File: config.mk
export PLATFORM = sky130hd
export DESIGN_NAME = uart_program_loader
export DESIGN_NICKNAME = d
export VERILOG_FILES = /design/src/rtl/uart_program_loader.sv
export SDC_FILE = /design/constraint.sdc
export NUM_CORES = 1
export LEC_CHECK = 0
export ABC_CLOCK_PERIOD_IN_PS = 3100
export BUFFER_PORTS_ARGS = -buffer_cell sky130_fd_sc_hd__buf_2
export CAP_MARGIN = 15
export CORE_MARGIN = 10
export CORE_UTILIZATION = 59
export CTS_CLUSTER_DIAMETER = 200
export CTS_CLUSTER_SIZE = 16
export DETAILED_ROUTE_END_ITERATION = 16
export GPL_ROUTABILITY_DRIVEN = 0
export PLACE_DENSITY = 0.88
export SETUP_SLACK_MARGIN = 0.1
export SLEW_MARGIN = 30
export SYNTH_ARGS = -nofsm -noshare
export SYNTH_HDL_FRONTEND = slang
export SYNTH_SLANG_ARGS = --single-unit
export TNS_END_PERCENT = 30
File: constraint.sdc
create_clock -name clock -period 3.1 [get_ports clock]
set_clock_uncertainty 0.2 [all_clocks]
set_input_delay 0.31 -clock clock [delete_from_list [all_inputs] [get_ports clock]]
set_output_delay 0.31 -clock clock [all_outputs]
set_load 0.05 [all_outputs]
File: src/rtl/uart_program_loader.sv
// uart_program_loader
//   Parses framed program images arriving byte-by-byte from a UART receiver and
//   writes them, one DATA_WIDTH word at a time, into instruction memory starting
//   at address 0.
//   Frame: SYNC_BYTE, LEN_HI, LEN_LO, LEN*BYTES payload bytes, CKSUM
//   LEN is the image length in words.
//   CKSUM is the 8-bit sum of LEN_HI, LEN_LO and every payload byte.
//
// Ports
//   clock         system clock, all logic on posedge
//   i_reset_n     asynchronous active-low reset
//   i_data_avail  one-cycle byte strobe from the UART receiver
//   i_data_byte   received byte, valid with i_data_avail
//   o_mem_we      one-cycle instruction-memory write strobe
//   o_mem_addr    write address, valid with o_mem_we
//   o_mem_data    write data (big-endian packed), valid with o_mem_we
//   o_busy        a frame is being received
//   o_done        last frame loaded with a correct checksum (level)
//   o_error       last frame failed: length, checksum or timeout (level)
module uart_program_loader #(
  parameter int unsigned DATA_WIDTH   = 16,
  parameter int unsigned ADDR_WIDTH   = 8,
  parameter logic [7:0]  SYNC_BYTE    = 8'hA5,
  parameter int unsigned TIMEOUT_CLKS = 520800
) (
  input  logic                  clock,
  input  logic                  i_reset_n,
  input  logic                  i_data_avail,
  input  logic [7:0]            i_data_byte,
  output logic                  o_mem_we,
  output logic [ADDR_WIDTH-1:0] o_mem_addr,
  output logic [DATA_WIDTH-1:0] o_mem_data,
  output logic                  o_busy,
  output logic                  o_done,
  output logic                  o_error
);

  localparam int unsigned BYTES = DATA_WIDTH / 8;
  localparam int unsigned IDX_W = (BYTES > 1) ? $clog2(BYTES) : 1;
  localparam int unsigned TO_W  = $clog2(TIMEOUT_CLKS + 1);

  localparam logic [IDX_W-1:0] IDX_LAST = IDX_W'(BYTES - 1);
  localparam logic [TO_W-1:0]  TO_LAST  = TO_W'(TIMEOUT_CLKS - 1);
  localparam logic [32:0]      MAX_LEN  = 33'd1 << ADDR_WIDTH;

  localparam logic [2:0] S_IDLE   = 3'd0;
  localparam logic [2:0] S_LEN_HI = 3'd1;
  localparam logic [2:0] S_LEN_LO = 3'd2;
  localparam logic [2:0] S_DATA   = 3'd3;
  localparam logic [2:0] S_CHECK  = 3'd4;
  localparam logic [2:0] S_DONE   = 3'd5;
  localparam logic [2:0] S_ERROR  = 3'd6;

  logic [2:0]            r_state;
  logic [7:0]            r_len_hi;
  logic [15:0]           r_words_left;
  logic [ADDR_WIDTH-1:0] r_addr;
  logic [IDX_W-1:0]      r_idx;
  logic [DATA_WIDTH-1:0] r_word;
  logic [7:0]            r_cksum;
  logic [TO_W-1:0]       r_timer;
  logic                  r_mem_we;
  logic [ADDR_WIDTH-1:0] r_mem_addr;
  logic [DATA_WIDTH-1:0] r_mem_data;

  logic                  w_busy;
  logic                  w_timeout;
  logic [7:0]            w_cksum_next;
  logic [15:0]           w_len;
  logic [DATA_WIDTH-1:0] w_word_next;

  assign w_busy = (r_state == S_LEN_HI) || (r_state == S_LEN_LO) ||
                  (r_state == S_DATA)   || (r_state == S_CHECK);

  // A byte in the limit cycle takes priority over the timeout.
  assign w_timeout    = w_busy && !i_data_avail && (r_timer == TO_LAST);
  assign w_cksum_next = r_cksum + i_data_byte;
  assign w_len        = {r_len_hi, i_data_byte};

  // Byte index 0 lands in the most significant byte lane.
  always_comb begin
    w_word_next = r_word;
    for (int unsigned b = 0; b < BYTES; b++) begin
      if (r_idx == IDX_W'(BYTES - 1 - b)) begin
        w_word_next[b*8 +: 8] = i_data_byte;
      end
    end
  end

  always_ff @(posedge clock or negedge i_reset_n) begin
    if (!i_reset_n) begin
      r_state      <= S_IDLE;
      r_len_hi     <= '0;
      r_words_left <= '0;
      r_addr       <= '0;
      r_idx        <= '0;
      r_word       <= '0;
      r_cksum      <= '0;
      r_timer      <= '0;
      r_mem_we     <= 1'b0;
      r_mem_addr   <= '0;
      r_mem_data   <= '0;
    end else begin
      r_mem_we <= 1'b0;

      if (!w_busy || i_data_avail || w_timeout) begin
        r_timer <= '0;
      end else begin
        r_timer <= r_timer + 1'b1;
      end

      if (w_timeout) begin
        r_state <= S_ERROR;
      end else if (i_data_avail) begin
        case (r_state)
          S_IDLE, S_DONE, S_ERROR: begin
            if (i_data_byte == SYNC_BYTE) begin
              r_state <= S_LEN_HI;
              r_cksum <= '0;
            end
          end
          S_LEN_HI: begin
            r_len_hi <= i_data_byte;
            r_cksum  <= w_cksum_next;
            r_state  <= S_LEN_LO;
          end
          S_LEN_LO: begin
            r_cksum <= w_cksum_next;
            if ({17'd0, w_len} > MAX_LEN) begin
              r_state <= S_ERROR;
            end else if (w_len == 16'd0) begin
              r_state <= S_CHECK;
            end else begin
              r_state      <= S_DATA;
              r_words_left <= w_len;
              r_addr       <= '0;
              r_idx        <= '0;
            end
          end
          S_DATA: begin
            r_cksum <= w_cksum_next;
            r_word  <= w_word_next;
            if (r_idx == IDX_LAST) begin
              r_mem_we   <= 1'b1;
              r_mem_addr <= r_addr;
              r_mem_data <= w_word_next;
              r_idx      <= '0;
              // Address is held on the last word so it never wraps.
              if (r_words_left == 16'd1) begin
                r_state <= S_CHECK;
              end else begin
                r_addr       <= r_addr + 1'b1;
                r_words_left <= r_words_left - 16'd1;
              end
            end else begin
              r_idx <= r_idx + 1'b1;
            end
          end
          S_CHECK: begin
            r_state <= (i_data_byte == r_cksum) ? S_DONE : S_ERROR;
          end
          default: r_state <= S_IDLE;
        endcase
      end
    end
  end

  assign o_mem_we   = r_mem_we;
  assign o_mem_addr = r_mem_addr;
  assign o_mem_data = r_mem_data;
  assign o_busy     = w_busy;
  assign o_done     = (r_state == S_DONE);
  assign o_error    = (r_state == S_ERROR);

endmodule

==> out/qor.txt, run 1 <==
status: finished, final reports clean
CP max-delay cell: a2111oi_4
Max IR drop VDD: 0.438 mV
Critical Path End Type: register
slew margin rel.: 48.8%
final wirelength: 10.8 mm
top cell type's share of synthesized area: 50.0%
DPL Wire Length: 7.37 mm
global-route wire length before repair: 17.9 mm
port bufs: 38
global route overflow: 0
CTS Buffer Depth: 2
post-synthesis adder-cell area fraction: 3.28%
drt wl/cell: 16.8 µm
Hold Path Class: input port to register
Synth Area in Compound Gates: 10.9%
maxcap violations: 0
Post-Synth XOR/XNOR Area: 5.10%
Area Growth Syn to Fin: 9.87%
crit path cell chain: nor2b_1, nand2_1, a2111oi_4, nor2_2, o21ai_0, o21ai_0
post-layout power: 4.88 mW
Core Area: 7810 µm²
total of warnings raised by yosys: 0
DR iter-0 viols: 482
fillers: 570
crit-path leading delay family: compound AO/OA/AOI/OAI gates
Worst Path Buf+Inv: 0
Fin Setup TNS: 0 ns
post-route ant nets: 0
Slew @ Worst Pin: 0.764 ns
Worst-path clk slew: 0.10 ns
largest cells by area after synthesis: dfrtp_1 (50%), nand2_1 (7.9%), nor2_1 (4.2%), mux2_2 (4.0%), xor2_1 (3.5%)
Root Buffer: clkbuf_8
critical path class: register to register
Post-Synth Simple-Gate Area: 24.0%
die width: 110 µm
Syn Area/Cell: 9.61 µm²
Synth Flop Type: dfrtp_1
worst setup margin: 0.514 ns
Residual DRC: 0
EDFF count, synth: 0
final hold violations: 0
Hold WS: 0.0699 ns
sequential fraction of the synthesis area: 50.0%
largest net degree at the start of global routing: 97
Die ar.: 12200 µm²
Yosys cell types: 58
Via density: 6.09
Fmax: 387 MHz
Mapped Area: 4800 µm²
Yosys reg bits: 96
Gates resized, CTS repair: 0
GRT Total Usage: 18.3%
Worst Path Required: 3.16 ns
Synth Net Count: 523
Final Core Density: 67.6%
pins over their slew limit: 0
initial antenna violation count: 0
Rows: 32
vias in the first global route: 3846
mux cell area share after synthesis: 4.19%
initial cell density of the core: 61.5%
fin crit share: 83.4%
PwrDens: 924 nW/µm²
# setup viols final: 0
worst-path maximum fanout: 15
share of layout cells above drive strength 1: 16.5%
Crit path arrival time: 2.64 ns
# IOs: 39
CTS tree: done
clock period minus worst slack: 2.59 ns
drt pass-1 iters: 5
Place WS: 0.415 ns
ys async rst share: 100%
largest area contributor in the netlist: dfrtp_1
worst skew pair latency: 0.38 ns
crit-path max cell delay: 0.62 ns
Top cell by count, worst path: o21ai_0
largest family of logic cells by synthesized area: simple AND/OR/NAND/NOR gates
Die Height: 110 µm
Vias: 3918
post-synthesis instance total: 500
CP Launch Type: register
static leakage: 2.45 nW
Num CTS Buffers: 9
antenna cells: 0
H-Tree Depth: 3
Sink Count: 96
final-stage net count: 559
unrepaired setup endpoints after global routing: no
layout by cell type (no fill, tap or decap), types with 5 or more instances in the layout:
| master | instances |
|---|---|
| nand2b_1 | 5 |
| o22ai_1 | 5 |
| nor2_1 | 54 |
| nand2_1 | 101 |
| xnor2_1 | 9 |
| and3_1 | 5 |
| ha_1 | 11 |
| clkbuf_8 | 9 |
| xor2_1 | 19 |
| nor3_1 | 14 |
| a21oi_1 | 17 |
| nor4_1 | 5 |
| a22o_1 | 6 |
| inv_1 | 10 |
| a31oi_1 | 5 |
| mux2_2 | 17 |
| nand4_1 | 12 |
| buf_2 | 37 |
| o21ai_0 | 16 |
| dfrtp_1 | 96 |
| nand3_1 | 15 |
where the power goes:
group | internal (mW) | total (mW) | switching [mW]
logic | 0.730 | 2.07 | 1.34
clock network | 0.308 | 0.796 | 0.488
registers | 1.64 | 2.01 | 0.369
total | 2.68 | 4.88 | 2.20
sequential cells by signal, summed over array words and instances, names as in the netlist:
register and count:
r_idx 1, r_len_hi 8, o_mem_addr 8, r_timer 19, r_cksum 8, r_words_left 16
r_word 8, r_addr 8, o_mem_data 16, r_state 3, o_mem_we 1
tightest hold or removal path, stage by stage:
cell,delay [ns]
buf_2,0.18
nand2_1,0.08
nand2_1,0.04
final cells by class:
class	count	area [µm²]	share of cell area, %
timing repair buffer	43	245	4.65
clock buffer	9	124	2.35
sequential	96	2400	45.5
clock inverter	7	60.1	1.14
inverter	11	41.3	0.782
multi-input combinational	375	2280	43.2
tap	102	128	2.42
final timing paths:
kind,startpoint,to,slack [ns],depth (start not counted)
min in group asynchronous,i_reset_n,r_words_left[10],0.29,3
max reg2reg,r_state[2],r_addr[4],0.51,6
min reg2reg,o_mem_data[7],o_mem_data[7],0.28,2
min,i_data_byte[6],o_mem_data[6],0.07,3
max,r_state[2],r_addr[4],0.51,6
max in group asynchronous,i_reset_n,o_mem_data[6],1.98,3
cells in the mapped netlist, drive strengths merged (4+ instances only):
library cell	instances
nor2	55
xor2	19
inv	10
and3	5
o22ai	5
o21ai	19
mux2	17
nor2b	4
a21o	4
xnor2	9
nand3	17
buf	8
nand2b	5
nand4	12
a22o	6
a21oi	20
nor3	15
nor4	8
clkbuf	10
dfrtp	96
a31oi	5
ha	11
nand2	101
cell families (layout without fill, tap and decap cells):
| group | after synthesis | in the layout |
|---|---|---|
| and+or+nand+nor | 240 | 240 |
| DFF | 96 | 96 |
| AOI/OAI and AO/OA | 77 | 77 |
| buffers and inverters | 29 | 70 |
| xor gates and xnor gates | 28 | 28 |
| muxes | 18 | 18 |
| adders and majority gates | 12 | 12 |
repair_timing:
item / in CTS / in global routing
hold buffers: 1 / 0
endpoints found under the hold margin: 96 / 0
buffers inserted: 0 / 0
layer usage:
| metal | up-vias | part of all wire (%) | wire length, µm | track usage, % |
|---|---|---|---|---|
| li1 | 1820 | - | - | - |
| met1 | 1894 | 42 | 4490 | 23.7 |
| met2 | 174 | 47 | 5110 | 28.5 |
| met3 | 30 | 8.6 | 929 | 3.42 |
| met4 | 0 | 2.6 | 278 | 9.82 |
| met5 | - | 0 | 0 | 0 |
per-stage QoR:
stage | cell area [µm²] | std cells
floorplan | 4800 | 500
global placement | 5080 | 626
detailed placement | 5080 | 626
CTS | 5280 | 643
global route | 5280 | 643
finish | 5280 | 643
No activity file was read; power rests on OpenSTA's default activity.
==> inputs of run 2 (changes only) <==
--- a/config.mk
+++ b/config.mk
@@ -5,11 +5,12 @@
 export SDC_FILE = /design/constraint.sdc
 export NUM_CORES = 1
 export LEC_CHECK = 0
-export ABC_CLOCK_PERIOD_IN_PS = 3100
+export ABC_AREA = 1
+export ABC_CLOCK_PERIOD_IN_PS = 2550
 export BUFFER_PORTS_ARGS = -buffer_cell sky130_fd_sc_hd__buf_2
 export CAP_MARGIN = 15
 export CORE_MARGIN = 10
-export CORE_UTILIZATION = 59
+export CORE_UTILIZATION = 60
 export CTS_CLUSTER_DIAMETER = 200
 export CTS_CLUSTER_SIZE = 16
 export DETAILED_ROUTE_END_ITERATION = 16
==> constraint.sdc (replaced) <==
create_clock -name clock -period 2.55 [get_ports clock]
set_clock_uncertainty 0.2 [all_clocks]
set_input_delay 0.255 -clock clock [delete_from_list [all_inputs] [get_ports clock]]
set_output_delay 0.255 -clock clock [all_outputs]
set_load 0.05 [all_outputs]
==> run 2 against run 1 <==
Worst hold slack got worse by 0.014 ns. First-iteration DRC count fell by 29%. Count of clock-buffer cells in the layout did not move. Synthesized cell count rose by 44%. Critical path depth rose by 2. Global-route usage rose by 1.8 points. Flip-flop and latch count did not move.
==> out/qor.txt, run 2 <==
status: finished, final reports clean
Yosys reg bits: 96
EDFF count, synth: 0
unrepaired setup endpoints after global routing: no
clock group share of total power: 19.2%
most frequent cells in the layout: nand2_1 (285), dfrtp_1 (96), nor2_1 (80)
DR iter-0 viols: 340
Via density: 5.55
Top cell by count, worst path: nand2_1
Syn Area/Cell: 7.35 µm²
share of layout cells above drive strength 1: 9.61%
ys async rst share: 100%
CP Launch Type: register
largest register by flop count: r_timer
# IOs: 39
static leakage: 3.12 nW
post-synthesis instance total: 720
Critical Path End Type: register
sequential fraction of the synthesis area: 45.4%
Yosys cell types: 34
post-CTS setup buffer count: 0
Final Core Density: 67.6%
Num CTS Buffers: 9
Mapped Area: 5290 µm²
Synth Flop Type: dfrtp_1
global route overflow: 0
slew margin rel.: 53.6%
worst-path maximum fanout: 21
Rows: 34
max reg flops: 19
top cell type's share of synthesized area: 45.4%
Residual DRC: 0
register area: 2400 µm²
Die ar.: 13000 µm²
most instantiated cells after synthesis: nand2_1 (285), dfrtp_1 (96), nor2_1 (80)
Die Height: 114 µm
largest cells by area after synthesis: dfrtp_1 (45%), nand2_1 (20%), nor2_1 (5.7%), inv_1 (4.6%), nand3_1 (3.9%)
largest net degree at the start of global routing: 97
fillers: 709
Slew @ Worst Pin: 0.696 ns
maxcap violations: 0
clock period minus worst slack: 2.21 ns
total of warnings raised by yosys: 0
CTS Buffer Depth: 2
worst skew pair latency: 0.38 ns
crit-path max cell delay: 0.52 ns
port bufs: 38
H-Tree Depth: 3
Crit path arrival time: 2.33 ns
Vias: 4875
initial cell density of the core: 61.3%
Area Growth Syn to Fin: 10.3%
initial antenna violation count: 0
largest area contributor in the netlist: dfrtp_1
Max IR drop VDD: 0.875 mV
Core Area: 8640 µm²
# setup viols final: 0
Root Buffer: clkbuf_8
Hold Path Class: input port to register
Psw: 2.62 mW
vias in the first global route: 4911
multi-input logic area: 2510 µm²
PwrDens: 985 nW/µm²
fin crit share: 86.7%
logic gate share of total power: 41.5%
Sink Count: 96
sw frac: 45.6%
drt pass-1 iters: 5
final hold violations: 0
Hold WS: 0.0555 ns
post-layout power: 5.75 mW
Fmax: 452 MHz
DPL Wire Length: 8.77 mm
Seq pwr share: 39.4%
final-stage net count: 788
critical path class: register to register
Synth Net Count: 743
pins over their slew limit: 0
Worst Path Required: 2.67 ns
Fin Setup TNS: 0 ns
CTS tree: done
most common cell after layout, fill and taps aside: nand2_1
final wirelength: 12.5 mm
count leader, synth: nand2_1
die width: 114 µm
antenna cells: 0
drt wl/cell: 14.3 µm
Worst-path clk slew: 0.11 ns
GRT Total Usage: 20.1%
post-route ant nets: 0
CP max-delay cell: inv_1
crit path cell chain: inv_2, nor2_4, nand2_2, nor2_4, nand2_1, inv_1, nand2_1, nand2_1
Int Pwr: 3.13 mW
global-route wire length before repair: 21.9 mm
[run 2: cell types whose count changed after synthesis, moves of 6 or more]
cell      delta
o21ai_0     +14
nand2_1    +184
a22o_1       -6
inv_1       +55
xor2_1       -8
mux2_2      -17
nand3_1     +26
nor2_1      +26
clkbuf_1     -8
[run 2: timing repair]
action                                 in CTS  in global routing
hold buffers                                9                  0
gates resized for setup                     0                  0
endpoints found under the hold margin     105                  0
[run 2: path summary, 6_finish.rpt]
kind                         startpoint             to  cells past startpoint  slack (ns)
max reg2reg                  r_state[1]  o_mem_data[1]                      8        0.34
max in group asynchronous     i_reset_n     r_cksum[6]                      3        1.51
min in group asynchronous     i_reset_n  o_mem_addr[5]                      3        0.25
min                        i_data_avail    r_timer[11]                      4        0.06
max                          r_state[1]  o_mem_data[1]                      8        0.34
min reg2reg                   r_word[8]  o_mem_data[8]                      2        0.29
[run 2: worst max-delay path: cells and delay by family, from the launching register on]
kind          cells  cell delay [ns]
buf+inv           2             0.60
simple gates      6             0.90
flops             1             0.46
[run 2: logic make-up after synthesis]
logic type | Yosys count | synth area share, %
AND/OR/NAND/NOR | 451 | 35.3
flip-flops | 96 | 45.4
buffers and inverters | 83 | 7.12
AO/OA/AOI/OAI | 61 | 6.39
XOR/XNOR | 17 | 2.81
adder cells (fa/ha/maj) | 12 | 2.98
[run 2: cell type report]
cell class	count	area share, %
repair buffers	50	5.44
inverters	67	4.31
flip-flops and latches	96	41.2
multi-input cells	541	43.0
clock buffers	9	2.12
clock inverters	7	1.63
well taps	108	2.32
[run 2: power groups by stage]
stage | sequential [mW] | clock (mW) | combinational, mW
after global placement | 2.26 | 0 | 2.24
after detailed placement | 2.28 | 0 | 2.35
after floorplan | 2.51 | 0 | 1.55
after global routing | 2.32 | 1.18 | 2.70
final | 2.26 | 1.10 | 2.38
after CTS | 2.25 | 1.12 | 2.37
[run 2: per-layer routing]
metal | global-route usage (%) | vias to the layer above | routed length [µm]
met4 | 9.86 | 0 | 434
met3 | 4.93 | 46 | 857
li1 | - | 2357 | -
met2 | 33.6 | 181 | 6140
met5 | 0 | - | 0
met1 | 23.8 | 2291 | 5090
[run 2: metrics by stage]
stage	cells	area (µm²)	setup slack, ns
global placement	853	5530	0.559
finish	878	5840	0.339
global route	878	5840	0.141
floorplan	720	5290	0.765
CTS	878	5840	0.395
detailed placement	853	5530	0.420
==> inputs of run 3 (changes only) <==
--- a/config.mk
+++ b/config.mk
@@ -7,7 +7,7 @@
 export LEC_CHECK = 0
 export ABC_AREA = 1
 export ABC_CLOCK_PERIOD_IN_PS = 2550
-export BUFFER_PORTS_ARGS = -buffer_cell sky130_fd_sc_hd__buf_2
+export BUFFER_PORTS_ARGS = -buffer_cell sky130_fd_sc_hd__buf_4
 export CAP_MARGIN = 15
 export CORE_MARGIN = 10
 export CORE_UTILIZATION = 60
==> run 3 against run 2 <==
Utilization up 0.84 points. Combinational power increased by 4%. Sequential power about the same. Global-route usage is 0.69 points lower. Design area grew 1.2%. Total power is 0.27% lower. Count of clock-buffer cells in the layout is the same. Sequential share of layout area is 0.51 points lower. Critical path type unchanged. Largest cell class unchanged.
==> out/qor.txt, run 3 (same netlist as run 2, synthesis figures left out) <==
status: finished, final reports clean
antenna cells: 0
Die ar.: 13000 µm²
crit-path max cell delay: 0.46 ns
port bufs: 38
critical path class: register to register
final-stage net count: 789
GRT Total Usage: 19.4%
fin crit share: 82.8%
global route overflow: 0
static leakage: 3.12 nW
largest net degree at the start of global routing: 43
Crit path arrival time: 2.22 ns
largest register by flop count: r_timer
worst-path maximum fanout: 21
Gates resized, CTS repair: 0
DPL Wire Length: 8.80 mm
Worst Hold Path EP: r_timer[11]
logic gate share of total power: 43.1%
Die Height: 114 µm
CTS Buffer Depth: 2
Residual DRC: 0
clock group share of total power: 17.4%
Via density: 5.45
worst-case reg-to-reg path depth: 9
final hold violations: 0
PwrDens: 970 nW/µm²
hold path startpoint: i_data_avail
crit path cell chain: inv_2, nor2_4, nand2_2, nor2_1, nor2_2, nand2_2, nor2_4, nand2_1, nand2_1
Final Core Density: 68.4%
share of layout cells above drive strength 1: 9.73%
most common cell after layout, fill and taps aside: nand2_1
worst skew pair latency: 0.38 ns
slew margin rel.: 57.6%
most frequent cells in the layout: nand2_1 (285), dfrtp_1 (96), nor2_1 (80)
DR iter-0 viols: 398
H-Tree Depth: 3
drt wl/cell: 14.0 µm
vias in the first global route: 4652
Area Growth Syn to Fin: 11.7%
Fmax: 474 MHz
Num CTS Buffers: 9
sw frac: 46.0%
worst setup margin: 0.440 ns
Post-Place Cell Area: 5630 µm²
CP Launch Type: register
Core Area: 8640 µm²
Sink Count: 96
# setup viols final: 0
CP max-delay cell: dfrtp_1
Fin Setup TNS: 0 ns
die width: 114 µm
Worst Path Required: 2.66 ns
Int Pwr: 3.10 mW
Slew @ Worst Pin: 0.636 ns
Psw: 2.64 mW
Reg2Reg Setup Slack: 0.44 ns
final wirelength: 12.3 mm
FF-to-FF Start: r_state[1]
global-route wire length before repair: 21.2 mm
max reg flops: 19
Worst-path clk slew: 0.10 ns
post-route cell area: 5910 µm²
hold_buf cts: 9
Vias: 4792
CTS tree: done
Root Buffer: clkbuf_8
pins over their slew limit: 0
Crit Reg-Reg Endpoint: r_words_left[7]
Hold Path Class: input port to register
drt pass-1 iters: 5
post-CTS setup buffer count: 0
Rows: 34
Seq pwr share: 39.6%
Critical Path End Type: register
post-route ant nets: 0
initial antenna violation count: 0
Place WS: 0.463 ns
# IOs: 39
initial cell density of the core: 61.3%
Min-Delay Path Depth: 4
maxcap violations: 0
clock period minus worst slack: 2.11 ns
unrepaired setup endpoints after global routing: no
Max IR drop VDD: 0.693 mV
## run 3: cell count changes in the layout (fill, tap and decap cells not counted), moves of 2 or more
cell   change
inv_8      +2
buf_4     +38
buf_2     -37
inv_6      -2
## run 3: worst max-delay path: cells and delay by family (launching register included)
| family | cells | cell delay, ns |
|---|---|---|
| buf+inv | 1 | 0.11 |
| flops | 1 | 0.46 |
| simple gates | 8 | 1.29 |
## run 3: worst max path at each step
| stage | startpoint | endpoint | cells after the start |
|---|---|---|---|
| after global routing | r_state[1] | o_mem_data[3] | 8 |
| after detailed placement | r_state[2] | o_mem_data[12] | 7 |
| after floorplan | r_timer[0] | r_timer[10] | 9 |
| after global placement | r_state[2] | o_mem_addr[0] | 7 |
| after CTS | r_state[2] | o_mem_data[12] | 7 |
| final | r_state[1] | r_words_left[7] | 9 |
## run 3: stage by stage
step | hold slack, ns | total power, mW | std cells
after floorplan | -0.241 | 4.06 | 720
after global placement | 0.0736 | 4.58 | 854
after detailed placement | 0.0814 | 4.71 | 854
after CTS | 0.00261 | 5.73 | 879
after global routing | 0.0571 | 6.16 | 879
final | 0.0244 | 5.73 | 879
## run 3: cell type report
cell class | count | area [µm²]
clock inverter | 7 | 67.6
multi-input combinational | 541 | 2510
sequential | 96 | 2400
tap | 108 | 135
inverter | 67 | 251
timing repair buffer | 51 | 418
fill | 677 | 2730
clock buffer | 9 | 124
## run 3: metal layers
metal / routed length, µm / global-route usage, %
met1: 5230 / 23.6
met2: 6050 / 33.1
met3: 762 / 3.78
met4: 258 / 7.85
met5: 0 / 0
## run 3: power by group through the flow
stage	Sequential, mW	Clock, mW	Combinational, mW
2_1_floorplan	2.51	0	1.55
3_3_place_gp	2.26	0	2.32
3_5_place_dp	2.28	0	2.43
4_1_cts	2.26	1.02	2.46
5_1_grt	2.32	1.06	2.77
6_report	2.27	0.996	2.47
